<file path="src/rtl/gmii_rx_framer.sv">
// GMII receive framer: strips preamble/SFD, checks FCS and length,
// and streams frame bytes with sof/eof markers plus good/bad counters.
module gmii_rx_framer #(
  parameter int MIN_LEN = 64,
  parameter int MAX_LEN = 1522
) (
  input  logic        rgmii_rxc,
  input  logic        rst_n,
  input  logic [7:0]  gmii_rxd,
  input  logic        gmii_rx_dv,
  input  logic        gmii_rx_er,
  output logic [7:0]  frm_data,
  output logic        frm_valid,
  output logic        frm_sof,
  output logic        frm_eof,
  output logic        frm_err,
  output logic [10:0] frm_len,
  output logic [15:0] cnt_good,
  output logic [15:0] cnt_bad
);

  localparam logic [1:0] S_IDLE = 2'd0;
  localparam logic [1:0] S_PRE  = 2'd1;
  localparam logic [1:0] S_DATA = 2'd2;
  localparam logic [1:0] S_DROP = 2'd3;

  localparam logic [31:0] CRC_INIT = 32'hFFFF_FFFF;
  localparam logic [31:0] CRC_RES  = 32'hC704_DD7B;
  localparam logic [31:0] CRC_POLY = 32'h04C1_1DB7;
  localparam logic [10:0] MIN_L    = 11'(MIN_LEN);
  localparam logic [10:0] MAX_L    = 11'(MAX_LEN);
  localparam logic [10:0] LEN_SAT  = 11'h7FF;

  logic [1:0]  state_q, state_d;
  logic [2:0]  pre_q, pre_d;
  logic [7:0]  hold_q, hold_d;
  logic        hold_v_q, hold_v_d;
  logic        first_q, first_d;
  logic        er_q, er_d;
  logic [10:0] len_q, len_d;
  logic [31:0] crc_q, crc_d;

  logic [7:0]  data_q, data_d;
  logic        valid_q, valid_d;
  logic        sof_q, sof_d;
  logic        eof_q, eof_d;
  logic        err_q, err_d;
  logic [10:0] flen_q, flen_d;
  logic [15:0] good_q, good_d;
  logic [15:0] bad_q, bad_d;

  logic good_inc, bad_inc, frm_bad;

  // Bit-serial CRC in MSB-first register form, data fed LSB first
  function automatic logic [31:0] crc_byte(
    input logic [31:0] c,
    input logic [7:0]  d
  );
    logic [31:0] r;
    r = c;
    for (int i = 0; i < 8; i++) begin
      if (r[31] ^ d[i]) r = {r[30:0], 1'b0} ^ CRC_POLY;
      else              r = {r[30:0], 1'b0};
    end
    return r;
  endfunction

  assign frm_bad = (crc_q != CRC_RES) || (len_q < MIN_L) ||
                   (len_q > MAX_L) || er_q;

  always_comb begin
    state_d  = state_q;
    pre_d    = pre_q;
    hold_d   = hold_q;
    hold_v_d = hold_v_q;
    first_d  = first_q;
    er_d     = er_q;
    len_d    = len_q;
    crc_d    = crc_q;
    data_d   = 8'h00;
    valid_d  = 1'b0;
    sof_d    = 1'b0;
    eof_d    = 1'b0;
    err_d    = 1'b0;
    flen_d   = 11'd0;
    good_inc = 1'b0;
    bad_inc  = 1'b0;
    unique case (state_q)
      S_IDLE: begin
        if (gmii_rx_dv) begin
          if (gmii_rxd == 8'h55) begin
            state_d = S_PRE;
            pre_d   = 3'd1;
          end else begin
            state_d = S_DROP;
            bad_inc = 1'b1;
          end
        end
      end
      S_PRE: begin
        if (!gmii_rx_dv) begin
          state_d = S_IDLE;
          bad_inc = 1'b1;
        end else if (!gmii_rx_er && gmii_rxd == 8'hD5) begin
          state_d  = S_DATA;
          hold_v_d = 1'b0;
          first_d  = 1'b1;
          er_d     = 1'b0;
          len_d    = 11'd0;
          crc_d    = CRC_INIT;
        end else if (!gmii_rx_er && gmii_rxd == 8'h55 &&
                     pre_q != 3'd7) begin
          pre_d = pre_q + 3'd1;
        end else begin
          state_d = S_DROP;
          bad_inc = 1'b1;
        end
      end
      S_DATA: begin
        if (gmii_rx_dv) begin
          hold_d   = gmii_rxd;
          hold_v_d = 1'b1;
          crc_d    = crc_byte(crc_q, gmii_rxd);
          if (len_q != LEN_SAT) len_d = len_q + 11'd1;
          if (gmii_rx_er) er_d = 1'b1;
          if (hold_v_q) begin
            valid_d = 1'b1;
            data_d  = hold_q;
            sof_d   = first_q;
            first_d = 1'b0;
          end
        end else begin
          state_d  = S_IDLE;
          hold_v_d = 1'b0;
          if (hold_v_q) begin
            valid_d  = 1'b1;
            data_d   = hold_q;
            sof_d    = first_q;
            eof_d    = 1'b1;
            err_d    = frm_bad;
            flen_d   = len_q;
            good_inc = !frm_bad;
            bad_inc  = frm_bad;
          end else begin
            bad_inc = 1'b1;
          end
        end
      end
      S_DROP: begin
        if (!gmii_rx_dv) state_d = S_IDLE;
      end
      default: state_d = S_IDLE;
    endcase
    good_d = good_q + {15'd0, good_inc};
    bad_d  = bad_q + {15'd0, bad_inc};
  end

  always_ff @(posedge rgmii_rxc or negedge rst_n) begin
    if (!rst_n) begin
      state_q  <= S_IDLE;
      pre_q    <= 3'd0;
      hold_q   <= 8'h00;
      hold_v_q <= 1'b0;
      first_q  <= 1'b0;
      er_q     <= 1'b0;
      len_q    <= 11'd0;
      crc_q    <= CRC_INIT;
      data_q   <= 8'h00;
      valid_q  <= 1'b0;
      sof_q    <= 1'b0;
      eof_q    <= 1'b0;
      err_q    <= 1'b0;
      flen_q   <= 11'd0;
      good_q   <= 16'd0;
      bad_q    <= 16'd0;
    end else begin
      state_q  <= state_d;
      pre_q    <= pre_d;
      hold_q   <= hold_d;
      hold_v_q <= hold_v_d;
      first_q  <= first_d;
      er_q     <= er_d;
      len_q    <= len_d;
      crc_q    <= crc_d;
      data_q   <= data_d;
      valid_q  <= valid_d;
      sof_q    <= sof_d;
      eof_q    <= eof_d;
      err_q    <= err_d;
      flen_q   <= flen_d;
      good_q   <= good_d;
      bad_q    <= bad_d;
    end
  end

  assign frm_data  = data_q;
  assign frm_valid = valid_q;
  assign frm_sof   = sof_q;
  assign frm_eof   = eof_q;
  assign frm_err   = err_q;
  assign frm_len   = flen_q;
  assign cnt_good  = good_q;
  assign cnt_bad   = bad_q;

endmodule
</file>
<file path="config.mk">
export PLATFORM = sky130hd
export DESIGN_NAME = gmii_rx_framer
export DESIGN_NICKNAME = d
export VERILOG_FILES = /design/src/rtl/gmii_rx_framer.sv
export SDC_FILE = /design/constraint.sdc
export NUM_CORES = 1
export LEC_CHECK = 0
export CORE_MARGIN = 4
export CORE_UTILIZATION = 40
export DETAILED_ROUTE_END_ITERATION = 8
export DONT_BUFFER_PORTS = 1
export HOLD_SLACK_MARGIN = 0.05
export PLACE_DENSITY = 0.61
export SETUP_SLACK_MARGIN = 0.2
export SLEW_MARGIN = 20
export SYNTH_ARGS = -nofsm -noshare
export SYNTH_HDL_FRONTEND = slang
export SYNTH_SLANG_ARGS = --single-unit
</file>
<file path="constraint.sdc">
create_clock -name rgmii_rxc -period 5.95 [get_ports rgmii_rxc]
set_clock_uncertainty 0.15 [all_clocks]
set_input_delay 0.2975 -clock rgmii_rxc [delete_from_list [all_inputs] [get_ports rgmii_rxc]]
set_output_delay 0.2975 -clock rgmii_rxc [all_outputs]
set_load 0.005 [all_outputs]
</file>
======== Yosys cells after proc, flatten, opt, wreduce, memory -nomap -nowiden ========
Index checks and enable logic that the tools add are counted.
storage, ports and cells
  ROM bits ................................ 0
  input port bits ......................... 12
  latch bits .............................. 0
  output and inout port bits .............. 55
  logic and storage cells ................. 159
  memory bits (writable) .................. 0
  bits in registers ....................... 114
  memories kept ........................... 0
cells by class
  magnitude comparators ................... 2
  $mul .................................... 0
  mux-type cells .......................... 81
  reduce and logical (&&, ||, !) cells .... 20
  bitwise logic cells ..................... 16
  $add $sub $neg .......................... 4
  div/mod/pow operators ................... 0
  shifts and indexed selects .............. 0
  equality and inequality tests ........... 20
operators by type and width
  operator                 count
  $mux W32                 17
  $mux W27                 8
  $not A14 Y14             8
  $mux W11                 7
  $pmux W32 S2             1
  $add A16 B1 Y16          2
  $ne A32 B32 Y1 const B   1
  $mux W1                  28
  $ne A2 B2 Y1 const B     11
  $pmux W11 S2             1
  $mux W8                  2
  $mux W3                  5
  $reduce_and A5 Y1        3
  $mux W2                  6
  $add A11 B1 Y11 const B  1
  $gt A11 B11 Y1 const B   1
  $lt A11 B7 Y1 const B    1
  $ne A11 B11 Y1 const B   1
  $eq A8 B7 Y1 const B     1
  $eq A8 B8 Y1 const B     1
  $xor A1 B1 Y1            8
  $pmux W1 S2              3
  $pmux W2 S3              1
  $pmux W3 S2              1
  16 further kinds         24

======== Logic depth before layout (Yosys ltp) ========
Gate-level depths: netlist (run 1).
  depth in word-level cells ............... 32
  mapped depth ............................ 11
  mapped depth without buffers ............ 11

======== Worst setup path after synthesis (run 1) ========
Ideal clock, no wire load.
  path type ............................... register to register
  start point ............................. register crc_q[11]
  end point ............................... register bad_q[12] (netlist: cnt_bad[12])
  arrival time ............................ 2.564 ns
  setup time .............................. 0.125 ns
  buffers on the path ..................... 0
  setup slack ............................. 3.110 ns
  period minus slack after synthesis ...... 2.840 ns
  cell stages (with the launch flop) ...... 12
  data required time ...................... 5.675 ns
  cell sequence ........................... dfstp_2 -> nand2_1 -> or4_1 -> nor4_1 -> nand3_1 -> a22o_1 -> ha_1 -> ha_1 -> nand2_1 -> or2_2 -> nor2_1 -> xor2_1
on the way
  cells in the longest elaborated chain, start to end .. 8
RTL lines
  what                             RTL line  text
  from (decl)                      41        logic [31:0] crc_q, crc_d;
  from (signal assigned)           184       crc_q <= crc_d;
  $ne A32 B32 Y1                   68        assign frm_bad = (crc_q != CRC_RES) || (len_q < MIN_L) ||
  $logic_or A1 B1 Y1 (2 in a row)  68
  $logic_or A1 B1 Y1               69        (len_q > MAX_L) || er_q;
  $mux W1                          135       if (hold_v_q) begin
  $mux W1                          120       if (gmii_rx_dv) begin
  $pmux W1 S3                      88        unique case (state_q)
  $add A16 B1 Y16                  155       bad_d = bad_q + {15'd0, bad_inc};
  via bad_d[12]                    50        logic [15:0] bad_q, bad_d;
  to (signal assigned)             175       bad_q <= 16'd0;
  to (signal assigned)             192       bad_q <= bad_d;
  to (decl)                        50
The timed path passes the listed nets, and every way through them passes these cells.
A chain may end at the register's enable or synchronous reset.

======== Final worst setup path (run 1) ========
  start point ............................. register crc_q[5]
  end point ............................... register good_q[11] (netlist: cnt_good[11])
on the way
  cells in the longest elaborated chain, start to end .. 9
RTL lines
  what                             RTL line  text
  $ne A32 B32 Y1                   68
  $logic_or A1 B1 Y1 (2 in a row)  68
  $logic_or A1 B1 Y1               69
  $logic_not A1 Y1                 142       good_inc = !frm_bad;
  $mux W1                          135
  $mux W1                          120
  $mux W1                          88
  $add A16 B1 Y16                  154       good_d = good_q + {15'd0, good_inc};
  via good_d[11]                   49        logic [15:0] good_q, good_d;
  to (signal assigned)             191       good_q <= good_d;
  to (decl)                        49
The timed path passes the listed nets, and every way through them passes these cells.

==> flow_summary.yaml, run 1 <==
sta:
  rsz0062_at_grt: "no"
  setup-violations-final: 0
  worst_pin_slew_ns: 0.9797
  fin_crit_ns: 3.241
  maxSlewHeadroom: 0.3469
  finalHoldViolations: 0
  finalMaxSlewViolations: 0
  max_freq_ghz: 0.3085
  finalCritPeriodShare: 0.5447
  tns_ns: 0
synthesis:
  yosysSeqAreaShare: 0.5311
  synth_top_area_share: 0.3768
  synth-main-ff-cell: "dfrtp_1"
  synth_warnings: 0
  yosysMostFrequentCell: "dfrtp_1"
  ys_types: 46
  synth_edf_count: 0
  syn-instance-count: 482
  synth.net_count: 501
  yosysTopAreaCell: "dfrtp_1"
  netlist_area_um2: 5446
  synth_area_leaders: "dfrtp_1 (38%), dfstp_2 (15%), xnor2_1 (11%), xor2_1 (4.0%), and3_1 (3.0%)"
  synth.avg_cell_area_um2: 11.30
  ys_ff_latch: 114
  postSynth.asyncResetShare: 1.000
  synth_commonest_cells: "dfrtp_1 (82), xnor2_1 (68), nor2_1 (39), dfstp_2 (32), nand2_1 (28)"
placement:
  dp_hpwl_um: 7841
  dp_cells: 641
  routabilityCongestion: 0.8161
  portBuffers: 0
global_routing:
  grt_usage: 0.1611
  grt_pass1_vias: 3702
  grt_max_degree: 115
  antenna_found_initial: 0
  grt_pass1_wl_um: 19940
  grt-ovfl-total: 0
cells_and_area:
  nets: 515
  drive_gt1_frac: 0.1749
  num-fill-cells: 1176
  syn2layout_area_growth_pct: 16.31
  antenna_cells: 0
  finalNonFillerCells: 685
worst_setup_path:
  r2r-end: "cnt_good[11]$_DFF_PN0_"
  rr_startpoint: "crc_q[5]$_DFFE_PN1P_"
  cp.arrival_ns: 3.38
  required_ns: 6.09
  crit_path_end_kind: "flip-flop"
  r2r_setup_slack_ns: 2.71
  critPathLaunchType: "flip-flop"
  crit_type: "flip-flop to flip-flop"
  reg2reg_depth: 9
  startpoint: "crc_q[5]$_DFFE_PN1P_"
  path_max_fanout: 4
  cp-endpoint: "cnt_good[11]$_DFF_PN0_"
outcome:
  status: "complete, no violations"
power:
  swShare: 0.3432
  leakage_nw: 2.738
  p_int_mw: 2.290
  pwr-share-clk: 0.286
  power.net_switching_mw: 1.197
  comb_power_share: 0.375
  power_frac_seq: 0.339
  vdd_drop_max_v: 0.0002453
  powerDensity_nw_per_um2: 550.4
drt:
  ant_nets: 0
  drt-total-wl_um: 11860
  drt-wirelength-per-cell_um: 17.32
  viasPerCell: 5.156
  drt_iter0_drc: 217
  drtPass1Iterations: 4
  drc_errors: 0
  vias: 3532
cts:
  clockRootBuffer: "clkbuf_16"
  path_clk_slew_ns: 0.06
  clock_sinks: 114
  htree_levels: 4
  cts_buffer_depth: 2
  cts_inserted_buffers: 17
  cts_tree: "built"
  postCtsHoldBufs: 12
  clk_latency_ns: 0.41
  cts_resized: 0
  cts_setup_buffers: 0
floorplanning:
  core-area_um2: 13300
  die_h_um: 124.7
  io-pin-count: 67
  die_area_um2: 15550
  num_rows: 42
  die_w_um: 124.7
  start_util: 0.4097
flow_run:
  maxCapViolations: 0
min_path:
  worstHoldPathType: "input port to flip-flop"
==> critical path, stage by stage, from the launching register on <==
cell and delay [ns]:
dfstp_2 0.55, nand4b_1 0.12, or4_1 0.45, nor4_1 0.49, and3_1 0.25, ha_1 0.16
nand3_1 0.16, nor3_1 0.47, nand3_1 0.17, xnor2_1 0.15
==> layer usage <==
layer	track usage	wire length (µm)	part of all wire
met5	0	0	0
met3	0.06218	735	0.062
met2	0.2586	5721	0.48
met4	0.05416	159	0.013
met1	0.1993	5246	0.44
==> registers in the layout (all words and copies together) (netlist names) <==
register,cells
pre_q,3
state_q,2
er_q,1
frm_data,8
first_q,1
len_q,11
cnt_bad,16
frm_eof,1
frm_len,11
frm_valid,1
hold_v_q,1
frm_sof,1
cnt_good,16
frm_err,1
hold_q,8
crc_q,32
==> layout make-up <==
class / instances / area (µm²) / share of cell area
Clock buffer: 20 / 456.7 / 0.07209
Clock inverter: 12 / 132.6 / 0.02094
Sequential cell: 114 / 2893 / 0.4566
Multi-Input combinational cell: 344 / 2461 / 0.3885
Timing Repair Buffer: 14 / 152.6 / 0.02410
Tap cell: 176 / 220.2 / 0.03476
Inverter: 5 / 18.77 / 0.002963
==> layout by cell type, fill, tap and decap left out, types with 5 or more instances in the layout <==
master / instances
xnor2_1: 68
and2_1: 5
dfrtp_1: 82
nor4_1: 5
nand4_1: 8
inv_1: 5
dlygate4sd3_1: 11
dfstp_2: 32
clkbuf_16: 17
mux2_2: 9
a31oi_1: 10
a21oi_1: 24
nor2_1: 39
xor2_1: 25
xnor2_2: 6
and3_1: 26
nand3_1: 15
nand2_1: 28
ha_1: 7
nor3_1: 25
==> through the flow <==
stage / setup WS (ns) / hold WS, ns / util / power (mW) / instance area [µm²]
detailed placement: 2.713 / -0.1454 / 0.4218 / 2.450 / 5608
CTS: 2.694 / 0.05021 / 0.4765 / 3.507 / 6335
finish: 2.709 / 0.06740 / 0.4765 / 3.487 / 6335
global route: 2.422 / 0.1014 / 0.4765 / 3.700 / 6335
floorplan: 3.110 / -0.1481 / - / 2.225 / 5446
global placement: 2.770 / -0.1456 / 0.4218 / 2.449 / 5608
==> how the worst min path moves through the flow <==
stage	from	endpoint	slack (ns)	cells past startpoint
5_1_grt	gmii_rx_dv	len_q[4]$_DFFE_PN0P_	0.10	3
3_3_place_gp	rst_n	cnt_good[5]$_DFF_PN0_	-0.15	0
2_1_floorplan	rst_n	cnt_bad[0]$_DFF_PN0_	-0.15	0
4_1_cts	gmii_rxd[3]	state_q[1]$_DFFE_PN0P_	0.05	4
6_report	gmii_rxd[7]	state_q[1]$_DFFE_PN0P_	0.07	4
3_5_place_dp	rst_n	cnt_good[3]$_DFF_PN0_	-0.15	0
==> power by group through the flow <==
stage                     registers (mW)  logic (mW)  clock network, mW
after detailed placement            1.19        1.26                  0
after floorplan                     1.14        1.08                  0
after global placement              1.18        1.27                  0
after global routing                1.20        1.44               1.06
final                               1.18        1.31              0.996
after CTS                           1.18        1.32               1.01
==> logic make-up (layout without fill, tap and decap cells) <==
kind of cell             count (synthesis)  after routing  synth area share
AO/OA/AOI/OAI                           47             47           0.05123
XOR/XNOR                               105            105            0.1939
adder cells (fa/ha/maj)                  7              7           0.01608
buffers and inverters                   24             51           0.01723
flip-flops                             114            114            0.5311
multiplexers                            11             11           0.02228
AND/OR/NAND/NOR                        174            174            0.1682
Power figures use the tool's default switching activity.
==> run 2, diff against run 1 <==
--- a/config.mk
+++ b/config.mk
@@ -5,6 +5,7 @@
 export SDC_FILE = /design/constraint.sdc
 export NUM_CORES = 1
 export LEC_CHECK = 0
+export ABC_AREA = 1
 export CORE_MARGIN = 4
 export CORE_UTILIZATION = 40
 export DETAILED_ROUTE_END_ITERATION = 8
==> constraint.sdc (replaced) <==
create_clock -name rgmii_rxc -period 3.1 [get_ports rgmii_rxc]
set_clock_uncertainty 0.15 [all_clocks]
set_input_delay 0.155 -clock rgmii_rxc [delete_from_list [all_inputs] [get_ports rgmii_rxc]]
set_output_delay 0.155 -clock rgmii_rxc [all_outputs]
set_load 0.005 [all_outputs]
==> run 2 against run 1 <==
Compared with the run above:
- hold slack got worse by 0.010 ns
- utilization increased by 0.94 points
- largest power group unchanged
- power increased by 110%
- largest cell class is now multi-input gates
- critical path depth increased by 7
==> flow_summary.yaml, run 2 <==
placement:
  routabilityCongestion: 0.8830
  portBuffers: 0
  place_ws_ns: 0.1351
  dp_hpwl_um: 10690
  dp_cells: 978
worst_setup_path:
  worst_path_max_delay_cell: "dfstp_2"
  required_ns: 3.26
  r2r_setup_slack_ns: 0.23
  crit_type: "flip-flop to flip-flop"
  reg2reg_depth: 16
  r2r-end: "cnt_good[14]$_DFF_PN0_"
  crit_path_end_kind: "flip-flop"
  path_max_fanout: 4
  max_stage_delay_ns: 0.55
  rr_startpoint: "crc_q[31]$_DFFE_PN1P_"
  cp_cell_sequence: "inv_2 -> nor2_2 -> nand2_1 -> nor3_2 -> nand2_1 -> nor2_2 -> nand4_1 -> nor2_1 -> ha_2 -> ha_4 -> nand3_4 -> nor2_4 -> nand4_1 -> nor2_2 -> nand4_1 -> xnor2_1"
  critPathLaunchType: "flip-flop"
  cp.arrival_ns: 3.03
synthesis:
  synth.avg_cell_area_um2: 7.788
  netlist_area_um2: 6222
  yosysMostFrequentCell: "nand2_1"
  synth_warnings: 0
  synth_area_leaders: "dfrtp_1 (33%), nand2_1 (15%), dfstp_2 (14%), xor2_1 (6.5%), nand3_1 (5.3%)"
  ys_ff_latch: 114
  yosysTopAreaCell: "dfrtp_1"
  synth_top_area_share: 0.3298
  synth-main-ff-cell: "dfrtp_1"
  postSynth.asyncResetShare: 1.000
  yosysSeqAreaShare: 0.4649
  synth.net_count: 818
  synth_edf_count: 0
  synth_commonest_cells: "nand2_1 (250), dfrtp_1 (82), inv_1 (72), nor2_1 (69), nand3_1 (66)"
  syn-instance-count: 799
  ys_types: 36
power:
  vdd_drop_max_v: 0.0004666
  powerDensity_nw_per_um2: 1009
  leakage_nw: 3.662
min_path:
  hp-start: "gmii_rxd[3]"
  holdPathStages: 4
  hold_path_end: "crc_q[30]$_DFFE_PN1P_"
  worstHoldPathType: "input port to flip-flop"
sta:
  finalCritPeriodShare: 0.9259
  fin_crit_ns: 2.870
  worst_pin_slew_ns: 0.6300
  tns_ns: 0
  max_freq_ghz: 0.3484
  finalHoldViolations: 0
  holdWs_ns: 0.05719
  finalMaxSlewViolations: 0
  setup-violations-final: 0
  maxSlewHeadroom: 0.5790
  rsz0062_at_grt: "yes"
  finalWorstSetupSlack_ns: 0.2298
cells_and_area:
  top_register: "crc_q"
  largest_reg_flops: 32
  finalNonFillerCells: 1029
  num-fill-cells: 1456
  final_cell_mix: "nand2_1 (249), dfrtp_1 (81), inv_1 (71)"
  antenna_cells: 0
  syn2layout_area_growth_pct: 18.70
  final_common_cell: "nand2_1"
  drive_gt1_frac: 0.1772
  nets: 847
drt:
  drt-wirelength-per-cell_um: 14.95
  drtPass1Iterations: 5
  ant_nets: 0
  drt_iter0_drc: 383
  viasPerCell: 5.060
  vias: 5207
  drt-total-wl_um: 15380
  drc_errors: 0
outcome:
  status: "complete, no violations"
global_routing:
  grt-ovfl-total: 0
  grt_pass1_vias: 4928
  grt_pass1_wl_um: 24870
  grt_usage: 0.1787
  antenna_found_initial: 0
  grt_max_degree: 115
cts:
  path_clk_slew_ns: 0.05
  cts_tree: "built"
  clock_sinks: 114
  clockRootBuffer: "clkbuf_16"
  cts_buffer_depth: 2
  cts_inserted_buffers: 17
  htree_levels: 4
  clk_latency_ns: 0.42
floorplanning:
  die_h_um: 132.7
  core-area_um2: 15200
  die_w_um: 132.7
  die_area_um2: 17610
  num_rows: 45
  io-pin-count: 67
  start_util: 0.4093
flow_run:
  maxCapViolations: 0
==> run 2: worst max path at each step <==
stage	start	to	slack (ns)	cells after the start
final	crc_q[31]$_DFFE_PN1P_	cnt_good[14]$_DFF_PN0_	0.23	16
after global routing	crc_q[31]$_DFFE_PN1P_	cnt_good[14]$_DFF_PN0_	-0.02	16
after CTS	crc_q[31]$_DFFE_PN1P_	cnt_good[14]$_DFF_PN0_	0.19	16
after detailed placement	crc_q[3]$_DFFE_PN1P_	cnt_good[14]$_DFF_PN0_	0.14	14
after global placement	crc_q[3]$_DFFE_PN1P_	cnt_good[14]$_DFF_PN0_	0.17	14
after floorplan	crc_q[31]$_DFFE_PN1P_	cnt_good[14]$_DFF_PN0_	0.52	16
==> run 2: metal layers <==
metal  global-route usage  wire (µm)  vias up
met5                    0          0        -
met3              0.04791       1055       30
met2               0.2822       7132      162
li1                     -          -     2600
met4              0.07621        332        0
met1               0.2321       6863     2415
==> run 2: report_power, final <==
group	switching, mW	total [mW]	leakage (nW)	internal (mW)
Sequential	0.446	2.52	1.40	2.08
Combinational	1.88	2.85	1.96	0.971
Clock	0.694	2.08	0.305	1.38
==> run 2: logic make-up after synthesis <==
| group | after synthesis | share of synthesized area |
|---|---|---|
| AO/OA/AOI/OAI | 68 | 0.06455 |
| XOR/XNOR | 60 | 0.08446 |
| adder cells (fa/ha/maj) | 7 | 0.01408 |
| buffers and inverters | 116 | 0.07259 |
| flip-flops | 114 | 0.4649 |
| AND/OR/NAND/NOR | 434 | 0.2994 |
==> run 2: timing repair <==
action | 4_1_cts | 5_1_grt
pin swaps | 0 | 12
resized for setup | 3 | 26
gates cloned | 0 | 0
endpoints found under the setup margin | 2 | 14
hold buffers | 13 | 0
hold endpoints to repair | 154 | 0
buffers inserted | 0 | 6
==> run 2: layout make-up <==
cell class	instances	area, µm²	share of cell area
Sequential cell	114	2894	0.3918
Clock inverter	13	183.9	0.02490
Tap cell	188	235.2	0.03185
Multi-Input combinational cell	569	3003	0.4066
Clock buffer	19	452.9	0.06132
Inverter	101	379.1	0.05133
Timing Repair Buffer	25	237.7	0.03219
==> run 2: critical path: cells and delay by family (launching register included) <==
| kind | cells | cell delay [ns] |
|---|---|---|
| flops | 1 | 0.55 |
| simple gates | 12 | 1.50 |
| xor+xnor | 1 | 0.14 |
| fa+ha+maj | 2 | 0.36 |
| buf+inv | 1 | 0.05 |
==> run 2: through the flow <==
| stage | utilization | instance area, µm² | power, mW |
|---|---|---|---|
| floorplan | - | 6222 | 4.559 |
| global placement | 0.4230 | 6430 | 5.197 |
| detailed placement | 0.4230 | 6430 | 5.219 |
| CTS | 0.4754 | 7227 | 7.406 |
| global route | 0.4858 | 7386 | 8.034 |
| finish | 0.4858 | 7386 | 7.453 |
==> run 3, diff against run 2 <==
--- a/config.mk
+++ b/config.mk
@@ -6,7 +6,7 @@
 export NUM_CORES = 1
 export LEC_CHECK = 0
 export ABC_AREA = 1
-export CORE_MARGIN = 4
+export CORE_MARGIN = 2
 export CORE_UTILIZATION = 40
 export DETAILED_ROUTE_END_ITERATION = 8
 export DONT_BUFFER_PORTS = 1
==> run 3 against run 2 <==
Compared with the run above:
- maximum frequency is 2.2% higher
- utilization down 0.31 points
- via count decreased by 0.86%
- combinational power is essentially flat
- cell area decreased by 0.64%
- critical endpoint unchanged
- highest routed layer unchanged
==> flow_summary.yaml, run 3 (same netlist as run 2, synthesis figures left out) <==
global_routing:
  grt_max_degree: 115
  grt-ovfl-total: 0
  use_met2: 0.3000
  grt_util_met1: 0.2472
  grt_busiest_layer: "met2"
  antenna_found_initial: 0
  grt_usage: 0.1911
  grt_pass1_wl_um: 24650
  grt_pass1_vias: 4965
  use_met3: 0.05281
sta:
  setup-violations-final: 0
  finalWorstSetupSlack_ns: 0.2916
  maxSlewHeadroom: 0.5733
  finalMaxSlewViolations: 0
  rsz0062_at_grt: "yes"
  worst_pin_slew_ns: 0.6386
  finalHoldViolations: 0
  fin_crit_ns: 2.808
  max_freq_ghz: 0.3561
  tns_ns: 0
  finalCritPeriodShare: 0.9059
cells_and_area:
  antenna_cells: 0
  regArea_um2: 2897
  final_cell_mix: "nand2_1 (247), dfrtp_1 (79), inv_1 (71)"
  drive_gt1_frac: 0.1833
  top_register: "crc_q"
  multi_input_area_um2: 3020
  largest_reg_flops: 32
  final_common_cell: "nand2_1"
  syn2layout_area_growth_pct: 17.94
  num-fill-cells: 1439
  finalNonFillerCells: 1028
  nets: 846
placement:
  portBuffers: 0
  dp_cells: 978
  routabilityCongestion: 0.8906
  place_ws_ns: 0.1300
  dp_hpwl_um: 10540
floorplanning:
  die_area_um2: 16570
  io-pin-count: 67
  die_w_um: 128.7
  start_util: 0.4093
  core-area_um2: 15200
  die_h_um: 128.7
  num_rows: 45
cts:
  cts_buffer_depth: 2
  clockRootBuffer: "clkbuf_16"
  cts_tree: "built"
  clk_latency_ns: 0.41
  path_clk_slew_ns: 0.06
  htree_levels: 4
  cts_inserted_buffers: 17
  clock_sinks: 114
drt:
  ant_nets: 0
  drc_errors: 0
  vias: 5162
  viasPerCell: 5.021
  drtPass1Iterations: 5
  drt_iter0_drc: 276
  drt-total-wl_um: 15170
  drt-wirelength-per-cell_um: 14.76
worst_setup_path:
  cpMostUsedCell: "nand4_1"
  required_ns: 3.25
  crit_type: "flip-flop to flip-flop"
  crit_family: "simple AND/OR/NAND/NOR gates"
  cp.arrival_ns: 2.96
  cp_num_buf_inv: 0
  crit_path_end_kind: "flip-flop"
  critPathLaunchType: "flip-flop"
  worst_path_max_delay_cell: "dfstp_2"
  max_stage_delay_ns: 0.56
  path_max_fanout: 5
  cp_cell_sequence: "nand2_1 -> nor3_4 -> nand4_1 -> nor2_2 -> nand4_1 -> nor2_1 -> ha_2 -> ha_4 -> nand3_2 -> nor2_2 -> nand4_1 -> nor2_2 -> nand4_1 -> xnor2_1"
power:
  power.total_mw: 7.268
  powerDensity_nw_per_um2: 990.4
  vdd_drop_max_v: 0.0004881
  leakage_nw: 3.605
min_path:
  worstHoldPathType: "input port to flip-flop"
outcome:
  status: "complete, no violations"
flow_run:
  maxCapViolations: 0
-- run 3: changes by cell type in the layout (fill, tap and decap cells not counted), sizes merged --
cell,change
bufinv,-3
clkinv,-5
clkinvlp,+4
dlygate4sd3,-1
inv,+4
-- run 3: routing by layer --
metal	routed length [µm]	vias to the layer above	part of all wire
li1	-	2591	-
met1	6808	2402	0.45
met2	7082	143	0.47
met3	941	26	0.062
met4	336	0	0.022
met5	0	-	0
-- run 3: area by class of cell --
type | count | area share
clock buffers | 19 | 0.06172
clock inverters | 13 | 0.01722
inverters | 101 | 0.05166
multi-input cells | 569 | 0.4116
flip-flops and latches | 114 | 0.3947
well taps | 188 | 0.03205
repair buffers | 24 | 0.03103
-- run 3: report_power, final --
group | internal (mW) | switching (mW) | total, mW
clock | 1.15 | 0.729 | 1.88
combinational | 0.978 | 1.90 | 2.88
sequential | 2.08 | 0.434 | 2.51
-- run 3: worst paths after layout --
path	start	to	slack [ns]	depth (start not counted)
setup reg to reg	crc_q[4]$_DFFE_PN1P_	cnt_good[14]$_DFF_PN0_	0.29	14
hold / removal	gmii_rxd[3]	pre_q[1]$_DFFE_PN0P_	0.06	5
setup / recovery	crc_q[4]$_DFFE_PN1P_	cnt_good[14]$_DFF_PN0_	0.29	14
hold reg to reg	first_q$_DFFE_PN0P_	first_q$_DFFE_PN0P_	0.32	2
max in group asynchronous	rst_n	len_q[9]$_DFFE_PN0P_	2.13	2
min in group asynchronous	rst_n	cnt_bad[13]$_DFF_PN0_	0.18	2
-- run 3: repair_timing --
item                                   CTS  global route
hold buffers                            12             0
gates resized for setup                  2            33
setup buffers                            0             6
endpoints found under the hold margin  155             0
setup endpoints to repair                2            11
pin swaps                                0            16
-- run 3: tightest hold or removal path: stages --
cell and delay, ns:
nor3_2 0.03, nand4_1 0.13, a21oi_1 0.14, nand4_1 0.09, nand2_1 0.05
-- run 3: stage by stage --
step | utilization | hold slack [ns] | instance area (µm²)
finish | 0.4827 | 0.06393 | 7338
global route | 0.4827 | 0.1016 | 7338
CTS | 0.4708 | 0.07365 | 7157
detailed placement | 0.4230 | -0.2883 | 6430
global placement | 0.4230 | -0.2884 | 6430
floorplan | - | -0.2906 | 6222
